**src/rtl/decode_stage_if.sv**
```systemverilog
// Fetch-to-decode bus: fetch request/data and pipeline control in, decoded bundle out.
interface decode_stage_if;
    logic [31:0] pc_in;
    logic        pc_valid;
    logic [31:0] instr_in;
    logic        stall;
    logic        flush;

    logic        out_valid;
    logic [31:0] pc_out;
    logic [4:0]  rs1_addr;
    logic [4:0]  rs2_addr;
    logic [4:0]  rd_addr;
    logic [31:0] imm;
    logic [2:0]  funct3;
    logic [3:0]  alu_op;
    logic        alu_src_imm;
    logic        alu_src_pc;
    logic        reg_write;
    logic        mem_read;
    logic        mem_write;
    logic        branch;
    logic        jump;
    logic        illegal;

    modport master (
        output pc_in, pc_valid, instr_in, stall, flush,
        input  out_valid, pc_out, rs1_addr, rs2_addr, rd_addr, imm, funct3, alu_op,
               alu_src_imm, alu_src_pc, reg_write, mem_read, mem_write, branch, jump, illegal
    );

    modport slave (
        input  pc_in, pc_valid, instr_in, stall, flush,
        output out_valid, pc_out, rs1_addr, rs2_addr, rd_addr, imm, funct3, alu_op,
               alu_src_imm, alu_src_pc, reg_write, mem_read, mem_write, branch, jump, illegal
    );
endinterface

```
**src/rtl/decode_stage.sv**
```systemverilog
// RV32I decode stage: realigns PC with the fetched word, decodes it and registers the
// result in an IF/ID-style output bank with stall and flush control.
module decode_stage #(
    parameter logic [31:0] RESET_PC = 32'h0000_0000
) (
    input logic            clk,
    input logic            rst,
    decode_stage_if.slave  bus
);

    localparam logic [6:0] OPC_OP     = 7'b0110011;
    localparam logic [6:0] OPC_OP_IMM = 7'b0010011;
    localparam logic [6:0] OPC_LOAD   = 7'b0000011;
    localparam logic [6:0] OPC_STORE  = 7'b0100011;
    localparam logic [6:0] OPC_BRANCH = 7'b1100011;
    localparam logic [6:0] OPC_JAL    = 7'b1101111;
    localparam logic [6:0] OPC_JALR   = 7'b1100111;
    localparam logic [6:0] OPC_LUI    = 7'b0110111;
    localparam logic [6:0] OPC_AUIPC  = 7'b0010111;
    localparam logic [6:0] OPC_FENCE  = 7'b0001111;
    localparam logic [6:0] OPC_SYSTEM = 7'b1110011;

    localparam logic [3:0] ALU_ADD   = 4'd0;
    localparam logic [3:0] ALU_SUB   = 4'd1;
    localparam logic [3:0] ALU_SLL   = 4'd2;
    localparam logic [3:0] ALU_SLT   = 4'd3;
    localparam logic [3:0] ALU_SLTU  = 4'd4;
    localparam logic [3:0] ALU_XOR   = 4'd5;
    localparam logic [3:0] ALU_SRL   = 4'd6;
    localparam logic [3:0] ALU_SRA   = 4'd7;
    localparam logic [3:0] ALU_OR    = 4'd8;
    localparam logic [3:0] ALU_AND   = 4'd9;
    localparam logic [3:0] ALU_PASSB = 4'd10;

    localparam logic [6:0] F7_ZERO = 7'b0000000;
    localparam logic [6:0] F7_ALT  = 7'b0100000;

    // Base ALU operation for funct3; the SUB/SRA variants are selected by funct7.
    function automatic logic [3:0] f3_alu(input logic [2:0] f3);
        logic [3:0] op;
        unique case (f3)
            3'b000:  op = ALU_ADD;
            3'b001:  op = ALU_SLL;
            3'b010:  op = ALU_SLT;
            3'b011:  op = ALU_SLTU;
            3'b100:  op = ALU_XOR;
            3'b101:  op = ALU_SRL;
            3'b110:  op = ALU_OR;
            default: op = ALU_AND;
        endcase
        return op;
    endfunction

    // Align slot: PC/valid delayed one cycle to meet the fetched word.
    logic [31:0] pc_d1_q;
    logic        v_d1_q;

    // Registered output bank.
    logic        out_valid_q;
    logic [31:0] pc_out_q;
    logic [4:0]  rs1_q, rs2_q, rd_q;
    logic [31:0] imm_q;
    logic [2:0]  funct3_q;
    logic [3:0]  alu_op_q;
    logic        src_imm_q, src_pc_q;
    logic        reg_write_q, mem_read_q, mem_write_q, branch_q, jump_q, illegal_q;

    // Combinational decode results.
    logic [31:0] instr;
    logic [6:0]  opcode;
    logic [2:0]  f3;
    logic [6:0]  f7;
    logic [31:0] imm_i, imm_s, imm_b, imm_u, imm_j;
    logic [31:0] dec_imm;
    logic [3:0]  dec_alu;
    logic        dec_src_imm, dec_src_pc;
    logic        dec_rw, dec_mr, dec_mw, dec_br, dec_jp, dec_ill;

    assign instr  = bus.instr_in;
    assign opcode = instr[6:0];
    assign f3     = instr[14:12];
    assign f7     = instr[31:25];

    assign imm_i = {{20{instr[31]}}, instr[31:20]};
    assign imm_s = {{20{instr[31]}}, instr[31:25], instr[11:7]};
    assign imm_b = {{19{instr[31]}}, instr[31], instr[7], instr[30:25], instr[11:8], 1'b0};
    assign imm_u = {instr[31:12], 12'b0};
    assign imm_j = {{11{instr[31]}}, instr[31], instr[19:12], instr[20], instr[30:21], 1'b0};

    // Opcode decode into immediate, ALU control and pipeline flags.
    always_comb begin
        dec_imm     = '0;
        dec_alu     = ALU_ADD;
        dec_src_imm = 1'b0;
        dec_src_pc  = 1'b0;
        dec_rw      = 1'b0;
        dec_mr      = 1'b0;
        dec_mw      = 1'b0;
        dec_br      = 1'b0;
        dec_jp      = 1'b0;
        dec_ill     = 1'b0;

        case (opcode)
            OPC_OP: begin
                dec_rw = 1'b1;
                if (f7 == F7_ZERO) begin
                    dec_alu = f3_alu(f3);
                end else if (f7 == F7_ALT && f3 == 3'b000) begin
                    dec_alu = ALU_SUB;
                end else if (f7 == F7_ALT && f3 == 3'b101) begin
                    dec_alu = ALU_SRA;
                end else begin
                    dec_ill = 1'b1;
                end
            end
            OPC_OP_IMM: begin
                dec_rw      = 1'b1;
                dec_src_imm = 1'b1;
                dec_imm     = imm_i;
                dec_alu     = f3_alu(f3);
                if (f3 == 3'b001 && f7 != F7_ZERO) begin
                    dec_ill = 1'b1;
                end else if (f3 == 3'b101) begin
                    if (f7 == F7_ALT) begin
                        dec_alu = ALU_SRA;
                    end else if (f7 != F7_ZERO) begin
                        dec_ill = 1'b1;
                    end
                end
            end
            OPC_LOAD: begin
                dec_mr      = 1'b1;
                dec_rw      = 1'b1;
                dec_src_imm = 1'b1;
                dec_imm     = imm_i;
            end
            OPC_STORE: begin
                dec_mw      = 1'b1;
                dec_src_imm = 1'b1;
                dec_imm     = imm_s;
            end
            OPC_BRANCH: begin
                dec_br  = 1'b1;
                dec_alu = ALU_SUB;
                dec_imm = imm_b;
            end
            OPC_JAL: begin
                dec_jp     = 1'b1;
                dec_rw     = 1'b1;
                dec_src_pc = 1'b1;
                dec_imm    = imm_j;
            end
            OPC_JALR: begin
                // Operand A is the PC so the ALU forms the link value.
                dec_jp     = 1'b1;
                dec_rw     = 1'b1;
                dec_src_pc = 1'b1;
                dec_imm    = imm_i;
            end
            OPC_LUI: begin
                dec_rw      = 1'b1;
                dec_alu     = ALU_PASSB;
                dec_src_imm = 1'b1;
                dec_imm     = imm_u;
            end
            OPC_AUIPC: begin
                dec_rw      = 1'b1;
                dec_src_imm = 1'b1;
                dec_src_pc  = 1'b1;
                dec_imm     = imm_u;
            end
            OPC_FENCE, OPC_SYSTEM: begin
                // Treated as a NOP.
            end
            default: dec_ill = 1'b1;
        endcase

        // An illegal word must not produce any architectural side effect.
        if (dec_ill) begin
            dec_imm     = '0;
            dec_alu     = ALU_ADD;
            dec_src_imm = 1'b0;
            dec_src_pc  = 1'b0;
            dec_rw      = 1'b0;
            dec_mr      = 1'b0;
            dec_mw      = 1'b0;
            dec_br      = 1'b0;
            dec_jp      = 1'b0;
        end
        if (instr[11:7] == 5'd0) begin
            dec_rw = 1'b0;
        end
    end

    // Align slot register: flush kills the slot, stall holds it.
    always_ff @(posedge clk or negedge rst) begin
        if (!rst) begin
            pc_d1_q <= RESET_PC;
            v_d1_q  <= 1'b0;
        end else if (bus.flush) begin
            pc_d1_q <= bus.pc_in;
            v_d1_q  <= 1'b0;
        end else if (!bus.stall) begin
            pc_d1_q <= bus.pc_in;
            v_d1_q  <= bus.pc_valid;
        end
    end

    // Output bank: loads on flush (as a bubble) or when not stalled.
    always_ff @(posedge clk or negedge rst) begin
        if (!rst) begin
            out_valid_q <= 1'b0;
            pc_out_q    <= RESET_PC;
            rs1_q       <= '0;
            rs2_q       <= '0;
            rd_q        <= '0;
            imm_q       <= '0;
            funct3_q    <= '0;
            alu_op_q    <= ALU_ADD;
            src_imm_q   <= 1'b0;
            src_pc_q    <= 1'b0;
            reg_write_q <= 1'b0;
            mem_read_q  <= 1'b0;
            mem_write_q <= 1'b0;
            branch_q    <= 1'b0;
            jump_q      <= 1'b0;
            illegal_q   <= 1'b0;
        end else if (bus.flush || !bus.stall) begin
            out_valid_q <= v_d1_q && !bus.flush;
            pc_out_q    <= pc_d1_q;
            rs1_q       <= instr[19:15];
            rs2_q       <= instr[24:20];
            rd_q        <= instr[11:7];
            imm_q       <= dec_imm;
            funct3_q    <= f3;
            alu_op_q    <= dec_alu;
            src_imm_q   <= dec_src_imm;
            src_pc_q    <= dec_src_pc;
            reg_write_q <= dec_rw;
            mem_read_q  <= dec_mr;
            mem_write_q <= dec_mw;
            branch_q    <= dec_br;
            jump_q      <= dec_jp;
            illegal_q   <= dec_ill;
        end
    end

    assign bus.out_valid   = out_valid_q;
    assign bus.pc_out      = pc_out_q;
    assign bus.rs1_addr    = rs1_q;
    assign bus.rs2_addr    = rs2_q;
    assign bus.rd_addr     = rd_q;
    assign bus.imm         = imm_q;
    assign bus.funct3      = funct3_q;
    assign bus.alu_op      = alu_op_q;
    assign bus.alu_src_imm = src_imm_q;
    assign bus.alu_src_pc  = src_pc_q;
    assign bus.reg_write   = reg_write_q;
    assign bus.mem_read    = mem_read_q;
    assign bus.mem_write   = mem_write_q;
    assign bus.branch      = branch_q;
    assign bus.jump        = jump_q;
    assign bus.illegal     = illegal_q;

endmodule

```
**src/flat_wrapper.sv**
```systemverilog
// flat-port wrapper written by rule: the top's interface ports become plain ports
module decode_stage_flat 
#(
    parameter logic [31:0] RESET_PC = 32'h0000_0000
)
  (clk, rst, bus_pc_in, bus_pc_valid, bus_instr_in, bus_stall, bus_flush, bus_out_valid, bus_pc_out, bus_rs1_addr, bus_rs2_addr, bus_rd_addr, bus_imm, bus_funct3, bus_alu_op, bus_alu_src_imm, bus_alu_src_pc, bus_reg_write, bus_mem_read, bus_mem_write, bus_branch, bus_jump, bus_illegal);
  decode_stage_if bus_i ();
  input logic clk;
  input logic rst;
  input wire logic [$bits(bus_i.pc_in)-1:0] bus_pc_in;
  input wire logic [$bits(bus_i.pc_valid)-1:0] bus_pc_valid;
  input wire logic [$bits(bus_i.instr_in)-1:0] bus_instr_in;
  input wire logic [$bits(bus_i.stall)-1:0] bus_stall;
  input wire logic [$bits(bus_i.flush)-1:0] bus_flush;
  output wire logic [$bits(bus_i.out_valid)-1:0] bus_out_valid;
  output wire logic [$bits(bus_i.pc_out)-1:0] bus_pc_out;
  output wire logic [$bits(bus_i.rs1_addr)-1:0] bus_rs1_addr;
  output wire logic [$bits(bus_i.rs2_addr)-1:0] bus_rs2_addr;
  output wire logic [$bits(bus_i.rd_addr)-1:0] bus_rd_addr;
  output wire logic [$bits(bus_i.imm)-1:0] bus_imm;
  output wire logic [$bits(bus_i.funct3)-1:0] bus_funct3;
  output wire logic [$bits(bus_i.alu_op)-1:0] bus_alu_op;
  output wire logic [$bits(bus_i.alu_src_imm)-1:0] bus_alu_src_imm;
  output wire logic [$bits(bus_i.alu_src_pc)-1:0] bus_alu_src_pc;
  output wire logic [$bits(bus_i.reg_write)-1:0] bus_reg_write;
  output wire logic [$bits(bus_i.mem_read)-1:0] bus_mem_read;
  output wire logic [$bits(bus_i.mem_write)-1:0] bus_mem_write;
  output wire logic [$bits(bus_i.branch)-1:0] bus_branch;
  output wire logic [$bits(bus_i.jump)-1:0] bus_jump;
  output wire logic [$bits(bus_i.illegal)-1:0] bus_illegal;
  assign bus_i.pc_in = bus_pc_in;
  assign bus_i.pc_valid = bus_pc_valid;
  assign bus_i.instr_in = bus_instr_in;
  assign bus_i.stall = bus_stall;
  assign bus_i.flush = bus_flush;
  assign bus_out_valid = bus_i.out_valid;
  assign bus_pc_out = bus_i.pc_out;
  assign bus_rs1_addr = bus_i.rs1_addr;
  assign bus_rs2_addr = bus_i.rs2_addr;
  assign bus_rd_addr = bus_i.rd_addr;
  assign bus_imm = bus_i.imm;
  assign bus_funct3 = bus_i.funct3;
  assign bus_alu_op = bus_i.alu_op;
  assign bus_alu_src_imm = bus_i.alu_src_imm;
  assign bus_alu_src_pc = bus_i.alu_src_pc;
  assign bus_reg_write = bus_i.reg_write;
  assign bus_mem_read = bus_i.mem_read;
  assign bus_mem_write = bus_i.mem_write;
  assign bus_branch = bus_i.branch;
  assign bus_jump = bus_i.jump;
  assign bus_illegal = bus_i.illegal;
  decode_stage #(.RESET_PC(RESET_PC)) u_core (.clk(clk), .rst(rst), .bus(bus_i));
endmodule
```
**config.mk**
```make
export PLATFORM = sky130hd
export DESIGN_NAME = decode_stage_flat
export DESIGN_NICKNAME = d
export VERILOG_FILES = /design/src/rtl/decode_stage_if.sv /design/src/rtl/decode_stage.sv /design/src/flat_wrapper.sv
export SDC_FILE = /design/constraint.sdc
export NUM_CORES = 1
export LEC_CHECK = 0
export BUFFER_PORTS_ARGS = -buffer_cell sky130_fd_sc_hd__buf_4
export CELL_PAD_IN_SITES_DETAIL_PLACEMENT = 1
export CELL_PAD_IN_SITES_GLOBAL_PLACEMENT = 2
export CORE_ASPECT_RATIO = 0.75
export CORE_MARGIN = 2
export CORE_UTILIZATION = 33
export CTS_BUF_LIST = sky130_fd_sc_hd__clkbuf_16
export CTS_CLUSTER_SIZE = 24
export DETAILED_ROUTE_END_ITERATION = 7
export PLACE_DENSITY_LB_ADDON = 0.1
export SYNTH_ARGS = -nofsm -noshare
export SYNTH_HDL_FRONTEND = slang
export SYNTH_SLANG_ARGS = --single-unit
```
**constraint.sdc**
```tcl
create_clock -name clk -period 1.3 [get_ports clk]
set_input_delay 0.13 -clock clk [delete_from_list [all_inputs] [get_ports clk]]
set_output_delay 0.13 -clock clk [all_outputs]
set_load 0.005 [all_outputs]
```
==> out/qor.yml, run 1 <==
worstHoldEndpoint: "u_core.bus.rd_addr[3]$_DFFE_PN0P_"
worstHoldStart: "bus_instr_in[10]"
dp_area_um2: 7400
clock_tree.buffer_depth: 2
result_of_the_run: "completed"
type_of_element_launching_the_critical_path: "input port"
dr.pass1.iters: 4
grt_max_degree: 54
clk_pin_slew_worst_paths_ns: 0.05
final-hold-violation-count: 0
dpl.hpwl_mm: 13.1
number_of_max_cap_violations: 0
ff2ff_setup_slack_ns: 0.08
nNetsFinal: 921
timing.critical_path.fanout_max: 9
netlist_area_um2: 5540
layout_worst_path_cycle_share_pct: 97.7
buffer_ports.inserted: 163
grt_antenna_before_repair: 0
cts_inserted_buffers: 17
tritoncts: "yes"
crit-reg2reg-launch: "u_core.v_d1_q$_DFFE_PN0P_"
timing.final.setup_violations: 0
layout_cells_sized_above_1_pct: 34.0
power.density_nw_per_um2: 1210
synth-xor-area-share_pct: 0.316
utilization_pct: 53.5
worst_hold_path.num_cells: 4
synthesis.yosys.warnings: 0
cts.sinks: 128
async_reset_ff_share_pct: 100
clk_root_buffer_cell: "sky130_fd_sc_hd__clkbuf_16"
die_area_um2: 17800
floorplan.initialDensity_pct: 34.1
wl_met3_mm: 1.21
maxSlewHeadroom_pct: 55.1
multi_input_area_um2: 2260
final-instance-count-excl-fill: 1075
detail_route.vias_per_cell: 4.89
maxUsedRoutingLayer: "met4"
synth_enable_flop_cells: 0
final_min_period_ns: 1.27
met2_length_mm: 8.87
floorplan.die.width_um: 154
placement.setup.worst_slack_ns: -0.737
drt-initial-drc-count: 309
areaGrowthSynthToFinish_pct: 56.6
highest_ir_drop_seen_on_vdd_v: 0.000795
vias_in_the_first_global_route: 5510
yosys.area_share.simple_pct: 23.4
synth_register_bits: 128
synthesis.instances: 584
worstMarginPinSlew_ns: 0.672
totalNegativeSetupSlack_ns: 0
insertion_delay_ns: 0.42
timing_max_transition_violations_final: 0
timing.critical_path.to_type: "flip-flop"
std_cell_rows: 40
gpl.final_weighted_congestion: 0.934
global_route.overflow_total: 0
groute.usage.overall_pct: 22.0
fillerInstances: 1832
io-pin-count: 164
p_leak_nw: 4.58
reg2regPathDepth: 3
synthesis.area_per_instance_um2: 9.48
power_mw: 10.5
place_inst: 983
fin_hold_ws_ns: 0.0262
grt_setup_unrepaired: "true"
post_synth_mux_area_share_pct: 0.746
final_worst_clock_skew_ns: 0.00634
max_freq_mhz: 787
dr_total_vias: 5256
worst_hold_path_type: "in -> reg"
layout_setup_ws_ns: 0.0299
synth_top_family_by_area: "simple AND/OR/NAND/NOR gates"
grt_first_pass_wirelength_mm: 30.2
post_synth_fa_ha_maj_area_fraction_pct: 0
routed_wl_mm: 19.1
ff_latch_area_um2: 3200
synth_compound_area_share_pct: 14.3
layout.cell_area.non_filler_um2: 8670
route.detailed.drc: 0
fp.dieH_um: 116
detail_route.wirelength.met1_mm: 8.74
netlist-cell-type-count: 57
synth-main-ff-cell: "sky130_fd_sc_hd__dfrtp_1"
critical_path.reg2reg.endpoint: "u_core.v_d1_q$_DFFE_PN0P_"
required_ns: 1.60
drt-wirelength-per-cell_um: 17.8
coreArea_um2: 16200
htree_num_levels: 4
detail-route-antenna-nets: 0
setup.worst_path.class: "in -> reg"
cp-startpoint: "bus_instr_in[3]"
synth_seq_area_share_pct: 57.9
critical_path_arrival_ns: 1.57
synth_fp_nets: 653
Yosys cell counts (2+ instances only):
| master | n | area [um2] |
|---|---|---|
| sky130_fd_sc_hd__a21o_1 | 19 | 143 |
| sky130_fd_sc_hd__a21oi_1 | 6 | 30.0 |
| sky130_fd_sc_hd__a22o_1 | 33 | 289 |
| sky130_fd_sc_hd__a31oi_1 | 2 | 12.5 |
| sky130_fd_sc_hd__a32oi_1 | 2 | 17.5 |
| sky130_fd_sc_hd__and3_1 | 3 | 18.8 |
| sky130_fd_sc_hd__buf_1 | 3 | 11.3 |
| sky130_fd_sc_hd__buf_2 | 6 | 30.0 |
| sky130_fd_sc_hd__buf_6 | 3 | 33.8 |
| sky130_fd_sc_hd__clkbuf_1 | 25 | 93.8 |
| sky130_fd_sc_hd__dfrtp_1 | 128 | 3200 |
| sky130_fd_sc_hd__inv_1 | 3 | 11.3 |
| sky130_fd_sc_hd__mux2i_1 | 3 | 30.0 |
| sky130_fd_sc_hd__nand2_1 | 265 | 995 |
| sky130_fd_sc_hd__nand2b_1 | 5 | 31.3 |
| sky130_fd_sc_hd__nand3_1 | 6 | 30.0 |
| sky130_fd_sc_hd__nor2_1 | 12 | 45.0 |
| sky130_fd_sc_hd__nor2b_1 | 3 | 18.8 |
| sky130_fd_sc_hd__nor3_1 | 3 | 15.0 |
| sky130_fd_sc_hd__o21ai_0 | 10 | 50.1 |
| sky130_fd_sc_hd__o21ai_1 | 6 | 30.0 |
| sky130_fd_sc_hd__o31ai_1 | 2 | 15.0 |
| sky130_fd_sc_hd__or2_4 | 2 | 17.5 |
final cells by class:
type                            instances  area share, %
Antenna cell                            1         0.0289
Clock buffer                           17           4.91
Clock inverter                         14           1.65
Inverter                                3          0.130
Multi-Input combinational cell        416           26.1
Sequential cell                       128           36.9
Tap cell                              210           3.03
Timing Repair Buffer                  286           27.2
layer usage:
| layer | GRT usage, % | vias up |
|---|---|---|
| met5 | 0 | - |
| met4 | 7.77 | 0 |
| met3 | 4.71 | 21 |
| met2 | 34.4 | 130 |
| met1 | 30.8 | 2630 |
| li1 | - | 2475 |
power by group:
group	leakage (nW)	switching [mW]	total (mW)	internal, mW
combinational	2.69	0.714	1.46	0.742
clock	0.275	1.82	4.62	2.80
sequential	1.62	0.141	4.38	4.24
total	4.58	2.67	10.5	7.78
what timing repair did:
| item | CTS | global route |
|---|---|---|
| cloned | 1 | 0 |
| resized for setup | 9 | 18 |
| hold buffers | 48 | 0 |
| pin swaps | 7 | 8 |
| setup buffers | 10 | 1 |
| hold endpoints to repair | 174 | 0 |
| setup endpoints to repair | 35 | 68 |
critical path, stage by stage:
cell                       delay (ns)
sky130_fd_sc_hd__buf_4           0.11
sky130_fd_sc_hd__buf_4           0.17
sky130_fd_sc_hd__nor3_4          0.18
sky130_fd_sc_hd__nand3_4         0.13
sky130_fd_sc_hd__a221oi_4        0.26
sky130_fd_sc_hd__buf_6           0.17
sky130_fd_sc_hd__nor3_4          0.04
sky130_fd_sc_hd__buf_4           0.18
sky130_fd_sc_hd__a22o_1          0.20
sequential cells by signal, indices dropped and copies added (netlist names), 3 cells and up:
name,count
u_core.bus.imm,32
u_core.bus.rd_addr,5
u_core.bus.alu_op,4
u_core.bus.rs1_addr,5
u_core.bus.pc_out,32
u_core.bus.funct3,3
u_core.pc_d1_q,32
u_core.bus.rs2_addr,5
how the worst max path moves through the flow:
stage,end,slack [ns],cells after the start
detailed placement,u_core.bus.imm[24]$_DFFE_PN0P_,-0.74,6
global placement,u_core.bus.imm[25]$_DFFE_PN0P_,-0.65,6
global route,u_core.bus.imm[22]$_DFFE_PN0P_,-0.007,9
floorplan,u_core.bus.imm[27]$_DFFE_PN0P_,-0.21,7
finish,u_core.bus.imm[20]$_DFFE_PN0P_,0.03,9
CTS,u_core.bus.imm[24]$_DFFE_PN0P_,0.006,8
cells by family after synthesis:
kind of cell / after synthesis
mux: 4
compound gates: 98
flops: 128
simple gates: 311
xor+xnor: 2
buf+inv: 41
layout by cell type (no fill, tap or decap), drive strengths merged, types with 2 or more instances in the layout:
master / netlist / routed
nor3: 4 / 5
dlygate4sd3: 0 / 48
a21o: 19 / 19
o21ai: 16 / 16
a2111oi: 2 / 2
inv: 3 / 4
o31ai: 3 / 3
nor2: 12 / 12
clkbuf: 25 / 17
nand2b: 5 / 5
nand2: 265 / 265
a21oi: 7 / 7
clkinv: 0 / 8
bufinv: 0 / 2
and3: 3 / 3
a22o: 33 / 33
a221oi: 2 / 2
buf: 13 / 238
clkinvlp: 0 / 3
or3: 2 / 2
nor2b: 3 / 3
a31oi: 2 / 2
a32oi: 2 / 2
or2: 2 / 2
mux2i: 3 / 3
dfrtp: 128 / 128
nand3: 6 / 6
Note: power is estimated with default switching activity, not from simulation.
==> inputs of run 2 (changes only) <==
- ABC_AREA: unset -> 1
- CORE_UTILIZATION: 33 -> 32
==> out/qor.yml, run 2 <==
worst_hold_path_type: "in -> reg"
dpl.hpwl_mm: 14.6
vias_in_the_first_global_route: 6179
cpLargestDelayFamily: "buffers and inverters"
dp_area_um2: 7890
synthesis.instances: 758
synthTopCellsByArea: "sky130_fd_sc_hd__dfrtp_1 (54%), sky130_fd_sc_hd__nand2_1 (21%), sky130_fd_sc_hd__o21ai_0 (5.6%), sky130_fd_sc_hd__inv_1 (3.4%), sky130_fd_sc_hd__nand4_1 (3.4%)"
met2_length_mm: 9.48
areaGrowthSynthToFinish_pct: 50.2
worst_path_cell_chain: "buf_4 -> dlygate4sd3_1 -> a211oi_2 -> dlygate4sd3_1"
post_synth_most_frequent_cells: "sky130_fd_sc_hd__nand2_1 (340), sky130_fd_sc_hd__dfrtp_1 (128), sky130_fd_sc_hd__o21ai_0 (67)"
utilization_pct: 48.8
global_route.overflow_total: 0
tritoncts: "yes"
placement.setup.worst_slack_ns: -0.229
yosys.cell_count.top_type: "sky130_fd_sc_hd__nand2_1"
clock_tree.buffer_depth: 2
clk_root_buffer_cell: "sky130_fd_sc_hd__clkbuf_16"
dr_total_vias: 5904
final_worst_clock_skew_ns: 0.00592
floorplan.die.width_um: 162
setup.worst_path.class: "in -> reg"
cts.sinks: 128
post_cts.repair.setup_buffers: 0
dr.pass1.iters: 5
detail-route-antenna-nets: 0
std_cell_rows: 43
critical_path_arrival_ns: 1.60
worstMarginPinSlew_ns: 0.442
maxSlewHeadroom_pct: 70.5
nNetsFinal: 1072
highest_ir_drop_seen_on_vdd_v: 0.000753
coreArea_um2: 18300
timing.critical_path.to_type: "flip-flop"
netlist_area_um2: 5960
synth_seq_area_share_pct: 53.7
clk_pin_slew_worst_paths_ns: 0.06
io-pin-count: 164
cts_inserted_buffers: 17
insertion_delay_ns: 0.42
cp_slowest_cell: "sky130_fd_sc_hd__dlygate4sd3_1"
drt-initial-drc-count: 419
groute.usage.overall_pct: 20.8
synth_register_bits: 128
type_of_element_launching_the_critical_path: "input port"
layout.cells.most_common_list: "sky130_fd_sc_hd__nand2_1 (340), sky130_fd_sc_hd__buf_4 (202), sky130_fd_sc_hd__dfrtp_1 (128), sky130_fd_sc_hd__o21ai_0 (67), sky130_fd_sc_hd__inv_1 (53)"
buffer_ports.inserted: 163
synth_fp_nets: 827
maxUsedRoutingLayer: "met4"
cp.buffers_inverters: 3
die_area_um2: 19700
htree_num_levels: 4
grt_setup_unrepaired: "false"
routed_wl_mm: 20.0
layout.cells.most_common: "sky130_fd_sc_hd__nand2_1"
post-synth-top-area-fraction_pct: 53.7
grt_max_degree: 42
layout_worst_path_cycle_share_pct: 95.7
synth-main-ff-cell: "sky130_fd_sc_hd__dfrtp_1"
number_of_max_cap_violations: 0
grt_antenna_before_repair: 0
layout_setup_ws_ns: 0.0556
timing.final.setup_violations: 0
result_of_the_run: "completed"
synthesis.area_per_instance_um2: 7.86
layout.cell_area.non_filler_um2: 8950
synthesis.yosys.warnings: 0
drt-wirelength-per-cell_um: 15.8
synth_enable_flop_cells: 0
fp.dieH_um: 122
netlist-cell-type-count: 27
antennaDiodeCount: 0
route.detailed.drc: 0
final-hold-violation-count: 0
cpMostUsedCell: "sky130_fd_sc_hd__dlygate4sd3_1"
wl_met3_um: 910
power.density_nw_per_um2: 1190
cp_slowest_stage_delay_ns: 0.60
max_freq_mhz: 804
required_ns: 1.65
p_leak_nw: 4.88
floorplan.initialDensity_pct: 32.5
detail_route.vias_per_cell: 4.67
detail_route.wirelength.met1_mm: 9.34
totalNegativeSetupSlack_ns: 0
final_min_period_ns: 1.24
timing.critical_path.fanout_max: 2
synth.largest_area_cell: "sky130_fd_sc_hd__dfrtp_1"
gpl.final_weighted_congestion: 0.832
timing_max_transition_violations_final: 0
fin_hold_ws_ns: 0.0470
async_reset_ff_share_pct: 100
layout_cells_sized_above_1_pct: 27.3
grt_first_pass_wirelength_mm: 32.1
run 2: cell count changes after synthesis, moves of 19 or more:
| cell | previous run | this run |
|---|---|---|
| sky130_fd_sc_hd__a22o_1 | 33 | 0 |
| sky130_fd_sc_hd__a21o_1 | 19 | 0 |
| sky130_fd_sc_hd__nand3_1 | 6 | 31 |
| sky130_fd_sc_hd__nand2_1 | 265 | 340 |
| sky130_fd_sc_hd__inv_1 | 3 | 54 |
| sky130_fd_sc_hd__o21ai_0 | 10 | 67 |
| sky130_fd_sc_hd__nand4_1 | 1 | 32 |
run 2: cell type report:
cell class                      instances  area, um2
Clock inverter                         15        170
Fill cell                            2220       9400
Sequential cell                       128       3200
Inverter                               62        236
Timing Repair Buffer                  264       2290
Clock buffer                           17        425
Multi-Input combinational cell        530       2320
Tap cell                              247        309
run 2: worst reg2reg max path, delay by kind of cell, from the launching register on:
kind | cells | cell delay (ns)
flip-flops | 1 | 0.36
buffers and inverters | 2 | 0.65
AO/OA/AOI/OAI | 1 | 0.07
run 2: path summary, 6_finish.rpt:
check | start | to | slack, ns | cells after the start
setup reg to reg | u_core.v_d1_q$_DFFE_PN0P_ | u_core.v_d1_q$_DFFE_PN0P_ | 0.10 | 3
max in group asynchronous | rst | u_core.bus.imm[15]$_DFFE_PN0P_ | 0.54 | 3
setup / recovery | bus_flush | u_core.v_d1_q$_DFFE_PN0P_ | 0.06 | 4
hold reg to reg | u_core.pc_d1_q[0]$_DFFE_PN0P_ | u_core.bus.pc_out[0]$_DFFE_PN0P_ | 0.48 | 2
hold / removal | bus_instr_in[8] | u_core.bus.rd_addr[1]$_DFFE_PN0P_ | 0.05 | 3
min in group asynchronous | rst | u_core.bus.pc_out[24]$_DFFE_PN0P_ | 0.20 | 2
run 2: through the flow:
stage | instances | power [mW]
5_1_grt | 1263 | 11.1
2_1_floorplan | 758 | 4.87
4_1_cts | 1263 | 10.8
3_3_place_gp | 1185 | 5.66
3_5_place_dp | 1185 | 5.71
6_report | 1263 | 10.6
run 2: power breakdown:
part           switching, mW  internal [mW]
sequential             0.131           4.23
clock                   1.99           2.89
combinational          0.697          0.678
total                   2.82           7.80
run 2: cells by family after synthesis:
logic type | Yosys count | synth area share, %
AOI/OAI and AO/OA | 81 | 7.01
DFF | 128 | 53.7
buffers and inverters | 100 | 7.60
and+or+nand+nor | 449 | 31.6
run 2: timing repair:
action	4_1_cts	5_1_grt
setup endpoints to repair	0	1
endpoints found under the hold margin	137	0
hold buffers	46	0
resized for setup	0	1
run 2: routing by layer:
layer	global-route usage, %	vias to the layer above
li1	-	2884
met2	34.1	134
met4	5.97	0
met1	28.5	2867
met3	3.44	19
met5	0	-
==> inputs of run 3 (changes only) <==
- REMOVE_ABC_BUFFERS: unset -> 1
==> out/qor.yml, run 3 (same netlist as run 2, synthesis figures left out) <==
floorplan.initialDensity_pct: 32.5
grt_setup_unrepaired: "false"
cpMostUsedCell: "sky130_fd_sc_hd__dlygate4sd3_1"
cts.sinks: 128
layout.cells.most_common_list: "sky130_fd_sc_hd__nand2_1 (340), sky130_fd_sc_hd__buf_4 (216), sky130_fd_sc_hd__dfrtp_1 (128), sky130_fd_sc_hd__o21ai_0 (67), sky130_fd_sc_hd__inv_1 (54)"
power_frac_comb_pct: 12.3
routed_wl_mm: 19.3
route.detailed.drc: 0
layout.cells.most_common: "sky130_fd_sc_hd__nand2_1"
die_area_um2: 19700
detail-route-antenna-nets: 0
globalRouteMet2Util_pct: 33.7
power.density_nw_per_um2: 1220
clkPwrFrac_pct: 47.6
number_of_max_cap_violations: 0
vias_in_the_first_global_route: 6320
drt-initial-drc-count: 315
p_leak_nw: 4.88
tritoncts: "yes"
max_freq_mhz: 803
std_cell_rows: 43
cts_inserted_buffers: 17
worstHoldStart: "bus_instr_in[8]"
final-hold-violation-count: 0
final_min_period_ns: 1.24
gpl.final_weighted_congestion: 0.811
grt_most_used_layer: "met2"
grt_antenna_before_repair: 0
areaGrowthSynthToFinish_pct: 49.8
detail_route.vias_per_cell: 4.62
io-pin-count: 164
timing.critical_path.fanout_max: 2
dr.pass1.iters: 6
cell_internal_pwr_mw: 8.13
final-instance-count-excl-fill: 1268
ff_latch_area_um2: 3200
required_ns: 1.65
net_switching_component_of_the_power_mw: 2.75
dr_total_vias: 5852
worstMarginPinSlew_ns: 0.620
global_route.overflow_total: 0
netSwitchingFraction_pct: 25.3
reg2regPathDepth: 3
final_worst_clock_skew_ns: 0.00621
clk_root_buffer_cell: "sky130_fd_sc_hd__clkbuf_16"
timing.final.setup_violations: 0
maxSlewHeadroom_pct: 58.5
result_of_the_run: "completed"
ff2ff_setup_slack_ns: 0.12
buffer_ports.inserted: 163
clock_tree.buffer_depth: 2
insertion_delay_ns: 0.41
timing.critical_path.to_type: "flip-flop"
layout_cells_sized_above_1_pct: 27.8
worst_hold_path.num_cells: 3
fillerInstances: 2232
timing_max_transition_violations_final: 0
gr-usage-met3_pct: 4.43
use_met1_pct: 27.0
antennaDiodeCount: 0
utilization_pct: 48.7
highest_ir_drop_seen_on_vdd_v: 0.000688
type_of_element_launching_the_critical_path: "input port"
critical_path_arrival_ns: 1.60
place_inst: 1190
dpl.hpwl_mm: 13.5
fp.dieH_um: 122
critical_path.reg2reg.endpoint: "u_core.v_d1_q$_DFFE_PN0P_"
worst_path_cell_chain: "buf_4 -> dlygate4sd3_1 -> a211oi_2 -> dlygate4sd3_1"
layout_worst_path_cycle_share_pct: 95.7
grt_first_pass_wirelength_mm: 31.8
floorplan.die.width_um: 162
cp_slowest_cell: "sky130_fd_sc_hd__dlygate4sd3_1"
drt-wirelength-per-cell_um: 15.2
multi_input_area_um2: 2340
htree_num_levels: 4
clk_pin_slew_worst_paths_ns: 0.06
sequential_fraction_of_design_power_pct: 40.2
grt_max_degree: 102
crit-reg2reg-launch: "u_core.v_d1_q$_DFFE_PN0P_"
coreArea_um2: 18300
setup.worst_path.class: "in -> reg"
nNetsFinal: 1077
worst_hold_path_type: "in -> reg"
groute.usage.overall_pct: 20.4
worstHoldEndpoint: "u_core.bus.rd_addr[1]$_DFFE_PN0P_"
cp_slowest_stage_delay_ns: 0.59
## run 3: cell count changes in the layout (fill, tap and decap cells not counted), moves of 2 or more
| cell | delta |
|---|---|
| sky130_fd_sc_hd__clkinv_4 | +2 |
| sky130_fd_sc_hd__inv_8 | -2 |
| sky130_fd_sc_hd__inv_6 | -3 |
| sky130_fd_sc_hd__buf_4 | +14 |
| sky130_fd_sc_hd__buf_12 | -9 |
| sky130_fd_sc_hd__bufinv_16 | +2 |
## run 3: power groups by stage
stage	sequential [mW]	combinational, mW	clock, mW
floorplan	4.43	0.410	0
CTS	4.37	1.35	5.32
detailed placement	4.43	1.23	0
global route	4.40	1.50	5.47
finish	4.37	1.33	5.17
global placement	4.42	1.19	0
## run 3: worst max-delay path by stage
| stage | from | to | slack, ns | cells past startpoint |
|---|---|---|---|---|
| 3_3_place_gp | bus_instr_in[1] | u_core.bus.imm[14]$_DFFE_PN0P_ | -0.22 | 9 |
| 3_5_place_dp | bus_instr_in[1] | u_core.bus.imm[14]$_DFFE_PN0P_ | -0.32 | 9 |
| 4_1_cts | bus_flush | u_core.v_d1_q$_DFFE_PN0P_ | 0.06 | 4 |
| 2_1_floorplan | bus_stall | u_core.bus.imm[11]$_DFFE_PN0P_ | -6.69 | 7 |
| 6_report | bus_flush | u_core.v_d1_q$_DFFE_PN0P_ | 0.06 | 4 |
| 5_1_grt | bus_instr_in[26] | u_core.bus.imm[7]$_DFFE_PN0P_ | 0.01 | 11 |
## run 3: area by class of cell
type	instances	area share, %
well taps	247	3.46
inverters	62	2.65
clock buffers	17	4.76
repair buffers	269	24.8
clock inverters	15	2.31
flip-flops and latches	128	35.9
multi-input cells	530	26.2
## run 3: per-stage QoR
stage               setup TNS (ns)  instance area [um2]  hold WS [ns]  power (mW)  setup slack [ns]
finish                           0                 8930        0.0257        10.9            0.0553
global route                     0                 8930        0.0587        11.4            0.0117
CTS                              0                 8900        0.0121        11.0            0.0583
detailed placement          -10.28                 7810        0.0966        5.67            -0.325
global placement             -7.23                 7810        0.0857        5.61            -0.216
floorplan                  -703.35                 5740        -0.166        4.84             -6.69
## run 3: worst max-delay path: cells and delay by family
kind	cells	cell delay, ns
buf+inv	3	1.27
compound gates	1	0.19
## run 3: timing repair
item | in CTS | in global routing
resized for setup | 0 | 5
hold endpoints to repair | 79 | 0
endpoints found under the setup margin | 0 | 32
hold buffers | 46 | 0
setup buffers | 0 | 0
## run 3: metal layers
metal / routed length, um / part of all wire, %
met2: 9000 / 47
met5: 0 / 0
met4: 349 / 1.8
met1: 9210 / 48
met3: 759 / 3.9
